### src/rtl/tmr_scrub_ctrl.sv
// tmr_scrub_ctrl: sequences host reads/writes and background scrub reads onto a TMR memory
// Ports:
//   clk, rst                     rising-edge clock, synchronous active-high reset
//   host_req/host_we/host_addr/host_wdata  host request, held until host_gnt
//   host_gnt                     one-cycle accept pulse; operands captured on that cycle
//   host_rvalid, host_rdata      voted read data, two cycles after host_gnt
//   mem_enable/mem_we/mem_addr/mem_wdata   TMR memory controls
//   mem_rdata, mem_mismatch      registered voted data and replica-mismatch flag
//   scrub_busy                   scrub access in progress
//   corr_cnt                     saturating count of corrected reads
// Build option: define TMR_SCRUB_EN to include the periodic background scrubber
module tmr_scrub_ctrl #(
    parameter int SCRUB_PERIOD = 1024,
    parameter int STARVE_MAX   = 4
) (
    input  logic        clk,
    input  logic        rst,
    input  logic        host_req,
    input  logic        host_we,
    input  logic [7:0]  host_addr,
    input  logic [7:0]  host_wdata,
    output logic        host_gnt,
    output logic        host_rvalid,
    output logic [7:0]  host_rdata,
    output logic        mem_enable,
    output logic        mem_we,
    output logic [7:0]  mem_addr,
    output logic [7:0]  mem_wdata,
    input  logic [7:0]  mem_rdata,
    input  logic        mem_mismatch,
    output logic        scrub_busy,
    output logic [15:0] corr_cnt
);
    if (SCRUB_PERIOD < 2 || SCRUB_PERIOD > 65535) begin : g_bad_period
        $error("SCRUB_PERIOD must be within 2..65535");
    end
    if (STARVE_MAX < 0 || STARVE_MAX > 65535) begin : g_bad_starve
        $error("STARVE_MAX must be within 0..65535");
    end

    typedef enum logic [2:0] {
        IDLE, RD_ISSUE, RD_CHECK, WR
`ifdef TMR_SCRUB_EN
        , SC_ISSUE, SC_CHECK
`endif
    } state_t;

    state_t      r_state, w_next;
    logic [7:0]  r_addr, r_wdata;
    logic [15:0] r_corr;
    logic        w_host_go, w_chk;

`ifdef TMR_SCRUB_EN
    logic [15:0] r_timer, r_starve;
    logic [7:0]  r_sptr;
    logic        r_pend, w_expire, w_starved, w_sc_go;
    assign w_expire  = r_timer == 16'(SCRUB_PERIOD - 1);
    // the host loses arbitration only once it has starved a pending scrub long enough
    assign w_starved = r_pend && r_starve == 16'(STARVE_MAX);
    assign w_host_go = r_state == IDLE && host_req && !w_starved;
    assign w_sc_go   = r_state == IDLE && r_pend && !w_host_go;
    assign w_chk     = r_state == RD_CHECK || r_state == SC_CHECK;
    always_ff @(posedge clk) begin
        if (rst) begin
            r_timer  <= '0;
            r_starve <= '0;
            r_sptr   <= '0;
            r_pend   <= 1'b0;
        end else begin
            r_timer <= w_expire ? '0 : r_timer + 16'd1;
            // a scrub grant clears the pending flag even if the timer expires on the same
            // cycle: that expiry lands while a scrub is already pending and is dropped
            r_pend  <= w_sc_go ? 1'b0 : (r_pend | w_expire);
            if (w_sc_go)
                r_starve <= '0;
            else if (w_host_go && r_pend)
                r_starve <= r_starve + 16'd1;
            if (r_state == SC_CHECK)
                r_sptr <= r_sptr + 8'd1;
        end
    end
`else
    assign w_host_go = r_state == IDLE && host_req;
    assign w_chk     = r_state == RD_CHECK;
`endif

    always_ff @(posedge clk) begin
        if (rst)
            r_state <= IDLE;
        else
            r_state <= w_next;
    end

    always_comb begin
        w_next = r_state;
        case (r_state)
`ifdef TMR_SCRUB_EN
            IDLE:     w_next = w_host_go ? (host_we ? WR : RD_ISSUE) : (w_sc_go ? SC_ISSUE : IDLE);
            SC_ISSUE: w_next = SC_CHECK;
            SC_CHECK: w_next = IDLE;
`else
            IDLE:     w_next = w_host_go ? (host_we ? WR : RD_ISSUE) : IDLE;
`endif
            RD_ISSUE: w_next = RD_CHECK;
            RD_CHECK: w_next = IDLE;
            WR:       w_next = IDLE;
            default:  w_next = IDLE;
        endcase
    end

    // outputs are forced low during reset so an access cut short by rst never reports data
    always_comb begin
        host_gnt    = 1'b0;
        host_rvalid = 1'b0;
        host_rdata  = 8'h00;
        mem_enable  = 1'b0;
        mem_we      = 1'b0;
        mem_addr    = 8'h00;
        mem_wdata   = 8'h00;
        scrub_busy  = 1'b0;
        if (!rst) begin
            host_gnt = w_host_go;
            case (r_state)
                RD_ISSUE: begin
                    mem_enable = 1'b1;
                    mem_addr   = r_addr;
                end
                // address held so the memory can write the voted value back
                RD_CHECK: begin
                    mem_enable  = 1'b1;
                    mem_addr    = r_addr;
                    host_rvalid = 1'b1;
                    host_rdata  = mem_rdata;
                end
                WR: begin
                    mem_enable = 1'b1;
                    mem_we     = 1'b1;
                    mem_addr   = r_addr;
                    mem_wdata  = r_wdata;
                end
`ifdef TMR_SCRUB_EN
                SC_ISSUE, SC_CHECK: begin
                    mem_enable = 1'b1;
                    mem_addr   = r_sptr;
                    scrub_busy = 1'b1;
                end
`endif
                default: ;
            endcase
        end
    end

    always_ff @(posedge clk) begin
        if (rst) begin
            r_addr  <= '0;
            r_wdata <= '0;
            r_corr  <= '0;
        end else begin
            if (w_host_go) begin
                r_addr  <= host_addr;
                r_wdata <= host_wdata;
            end
            if (w_chk && mem_mismatch && r_corr != 16'hffff)
                r_corr <= r_corr + 16'd1;
        end
    end

    assign corr_cnt = r_corr;
endmodule

### config.mk
export PLATFORM = sky130hd
export DESIGN_NAME = tmr_scrub_ctrl
export DESIGN_NICKNAME = d
export VERILOG_FILES = /design/src/rtl/tmr_scrub_ctrl.sv
export SDC_FILE = /design/constraint.sdc
export NUM_CORES = 1
export LEC_CHECK = 0
export ABC_AREA = 1
export CAP_MARGIN = 20
export CELL_PAD_IN_SITES_DETAIL_PLACEMENT = 1
export CELL_PAD_IN_SITES_GLOBAL_PLACEMENT = 1
export CORE_ASPECT_RATIO = 1.1
export CORE_MARGIN = 2
export CORE_UTILIZATION = 29
export CTS_CLUSTER_DIAMETER = 100
export CTS_CLUSTER_SIZE = 8
export DETAILED_ROUTE_END_ITERATION = 8
export GPL_TIMING_DRIVEN = 0
export PLACE_DENSITY_LB_ADDON = 0.15
export SKIP_LAST_GASP = 1
export SLEW_MARGIN = 20
export SYNTH_ARGS = -nofsm -noshare
export SYNTH_HDL_FRONTEND = slang
export SYNTH_SLANG_ARGS = --single-unit
### constraint.sdc
create_clock -name clk -period 1.5 [get_ports clk]
set_input_delay 0.15 -clock clk [delete_from_list [all_inputs] [get_ports clk]]
set_output_delay 0.15 -clock clk [all_outputs]
set_load 0.03 [all_outputs]
======== After elaboration in Yosys (flattened, before gate mapping) ========
Cells that the tools add are included.
storage, ports and cells
  flip-flop bits (word level) ............. 35
  output and inout port bits .............. 45
  logic and storage cells ................. 30
  bits of input ports ..................... 29
operators by class
  add/sub/neg operators ................... 1
  multiplexer cells ....................... 16
  eq/ne operators ......................... 4
  reduce and logical (&&, ||, !) cells .... 5
operator list
  operator                                                                number
  8-bit 2-to-1 mux                                                        6
  16-bit by 1-bit adder with 16-bit output (second input constant)        1
  16-bit inequality test (second input constant)                          1
  1-bit 2-to-1 mux                                                        7
  3-bit by 2-bit equality test with 1-bit output (second input constant)  2
  2-bit 2-to-1 mux                                                        2
  2-bit one-hot mux with 2 select lines                                   1
  3-bit by 1-bit equality test with 1-bit output (second input constant)  1
  1-bit logical AND                                                       3
  3-bit zero test                                                         1
  3-bit OR reduction                                                      1

======== Depth between registers and ports, before layout ========
  depth after elaboration ................. 4
  depth in mapped cells ................... 9
  mapped depth without buffers ............ 9

======== Worst setup path before layout ========
No wires, ideal clock.
  path kind ............................... register to output
  start ................................... reg r_state[0]
  end ..................................... out mem_wdata[0]
  buffers on the path ..................... 0
  path slack .............................. -585 ps
  cell stages (with the launch flop) ...... 5
  data arrival time ....................... 1,935 ps
  cells stage by stage .................... dfxtp_1 -> inv_2 -> nor3_1 -> inv_1 -> nor2_1
between the ends
  longest elaborated chain between the ends .. 3
RTL lines
  what                                            line  text
  start, declared                                 48    state_t r_state, w_next;
  start signal, assigned                          91    r_state <= w_next;
  3-bit by 2-bit equality test with 1-bit output  123   case (r_state)
  8-bit 2-to-1 mux                                123
  8-bit 2-to-1 mux                                121   if (!rst) begin
  end, declared                                   28    output logic [7:0] mem_wdata,
Every way passes these cells.

======== Final worst setup path ========
  start ................................... reg r_state[0]
  end ..................................... out host_gnt
between the ends
  longest elaborated chain between the ends .. 3
RTL lines
  what               line  text
  3-bit zero test    83    assign w_host_go = r_state == IDLE && host_req;
  1-bit logical AND  83
  1-bit 2-to-1 mux   121
  end, declared      22    output logic host_gnt,
Every way passes these cells.

==> impl_metrics.json <==
{
  "status": "complete, but fails checks",
  "violations": "negative setup slack",
  "fin_crit_sh_pct": 112,
  "final_area_um2": 2920,
  "clock_skew_ns": 0.00915,
  "synth_top_area_share_pct": 37.5,
  "gp_congestion": 0.747,
  "dp_slack_ns": -0.642,
  "setup_violations": 16,
  "insertion_delay_ns": 0.28,
  "critPathMaxFanout": 10,
  "die_area_um2": 6910,
  "rsz0062_at_grt": "yes",
  "fin_crit_ns": 1.68,
  "power_uw": 2040,
  "drt_wl_total_um": 5570,
  "synth_fp_nets": 313,
  "crit_path_start_kind": "flip-flop",
  "routed_via_density": 4.49,
  "diodes": 0,
  "finalMaxSlewViolations": 0,
  "cts_tree": "built",
  "end_kind": "output pin",
  "root_buffer": "clkbuf_8",
  "synth_cell_types": 26,
  "final_nets": 406,
  "dp_cells": 435,
  "reg2reg_depth": 7,
  "netlist_instances": 283,
  "port_buffers": 72,
  "start_util_pct": 29.7,
  "yosysSeqAreaShare_pct": 37.5,
  "clkTransAtPathRegs_ns": 0.08,
  "num_vias": 2050,
  "area_growth_pct": 60.6,
  "postCtsHoldBufs": 0,
  "dr.first_iter.drc_count": 38,
  "grt_overflow": 0,
  "dieWidth_um": 79.5,
  "min_path_type": "in2reg",
  "holdPathStages": 2,
  "cts_buffers": 5,
  "drtAntennaViolNets": 0,
  "critPathArrivalTime_ns": 1.53,
  "synth_warnings": 0,
  "rows": 30,
  "place_area_um2": 2670,
  "power_density_nw_per_um2": 701,
  "async_flop_share_pct": 0,
  "hold_violations": 0,
  "cap_violations": 0,
  "drc": 0,
  "synthTopCellsByArea": "dfxtp_1, nor2_1, nand2_1",
  "synth_area_um2": 1820,
  "p_leak_uw": 0.00134,
  "grt_pass1_vias": 2026,
  "finalNonFillerCells": 457,
  "critPathRequiredTime_ns": 1.35,
  "peakVddDrop_v": 0.000414,
  "clock_path_buffers": 2,
  "cts_max_level": 2,
  "track_usage_pct": 16.6,
  "ys_seq_elements": 34,
  "grt_first_pass_wirelength_um": 9070,
  "first_pass_iters": 4,
  "max_freq_ghz": 0.597,
  "io_pins": 74,
  "core-area_um2": 6120,
  "grt_max_degree": 11,
  "crit_type": "reg2out",
  "avgSynthCellArea_um2": 6.42,
  "finalWorstSetupSlack_ns": -0.175,
  "die_y_um": 87.0,
  "final_util_pct": 47.7,
  "hpwl_um": 4160,
  "post_drt_wl_per_cell_um": 12.2,
  "synth_top_cell_by_area": "dfxtp_1",
  "synth_edf_count": 0,
  "cts.sink_count": 34,
  "drive_gt1_share_pct": 26.3,
  "antenna_found_initial": 0,
  "ys.flop_type": "dfxtp_1"
}
==> logic make-up (layout without fill, tap and decap cells) <==
group | Yosys count | count (layout) | share of synthesized area [%]
AOI/OAI and AO/OA | 37 | 37 | 10.4
xor gates and xnor gates | 1 | 1 | 0.482
adders and majority gates | 1 | 1 | 0.689
buffers and inverters | 42 | 136 | 9.57
DFF | 34 | 34 | 37.5
other | 1 | 1 | 0.206
and+or+nand+nor | 167 | 167 | 41.2
==> stage by stage <==
step | setup TNS, ns | hold slack, ns
after floorplan | -0.293 | 0.212
after global placement | -16.31 | 0.460
after detailed placement | -16.85 | 0.468
after CTS | -1.84 | 0.309
after global routing | -3.29 | 0.323
final | -1.51 | 0.301
==> worst paths after layout <==
path / start / endpoint / slack, ns
min reg2reg: r_wdata[0] / r_wdata[0] / 0.48
min: rst / corr_cnt[4] / 0.30
max: r_state[0] / host_gnt / -0.18
max reg2reg: corr_cnt[0] / corr_cnt[10] / 0.09
==> cell usage after synthesis (3+ instances only) <==
library cell	count
o21ai_0	15
nand3_2	4
nand3_1	19
nor2_4	3
clkbuf_1	3
nand2_1	53
buf_2	3
nand2_2	3
inv_1	28
nor2_1	76
inv_2	5
a21oi_1	19
dfxtp_1	34
nor2_2	5
==> layout by cell type, fill, tap and decap left out, drive strengths merged <==
cell            n
a21oi          20
buf            36
clkbuf         12
clkdlybuf4s15   4
clkdlybuf4s50  27
clkinv          1
clkinvlp        1
conb            1
dfxtp          34
dlygate4sd2    22
dlymetal6s2s    1
ha              1
inv            32
nand2          57
nand3          23
nand3b          1
nand4           1
nor2           84
nor3            1
o21ai          17
xnor2           1
==> power by group <==
group          internal (µW)  switching (µW)
logic                    158             197
registers                947            23.2
clock network            371             348
==> flip-flops by register name, indices dropped and copies added (netlist names) <==
signal / cells
r_addr: 8
corr_cnt: 16
r_wdata: 8
r_state: 2
==> per-layer routing <==
| metal | global-route usage [%] | wire length [µm] |
|---|---|---|
| met5 | 0 | 0 |
| met4 | 4.70 | 62 |
| met3 | 4.36 | 292 |
| met2 | 30.3 | 2840 |
| met1 | 18.8 | 2370 |
==> final cells by class <==
class	instances	area [µm²]
clock inverter	1	5.00
inverter	33	133
multi-input combinational	207	1050
tap	80	100
buffer	9	52.6
clock buffer	7	86.3
timing repair buffer	86	795
sequential	34	696
fill	823	3200
==> critical path, stage by stage (launching register included) <==
cell	delay, ns
dfxtp_4	0.37
nor2_2	0.20
nand2_2	0.15
buf_2	0.23
nor2_1	0.10
buf_2	0.20
==> repair_timing <==
| action | 4_1_cts | 5_1_grt |
|---|---|---|
| endpoints found under the setup margin | 51 | 31 |
| pin swaps | 2 | 6 |
| setup buffers | 7 | 7 |
| resized for setup | 153 | 21 |
(Power assumes the default switching activity.)
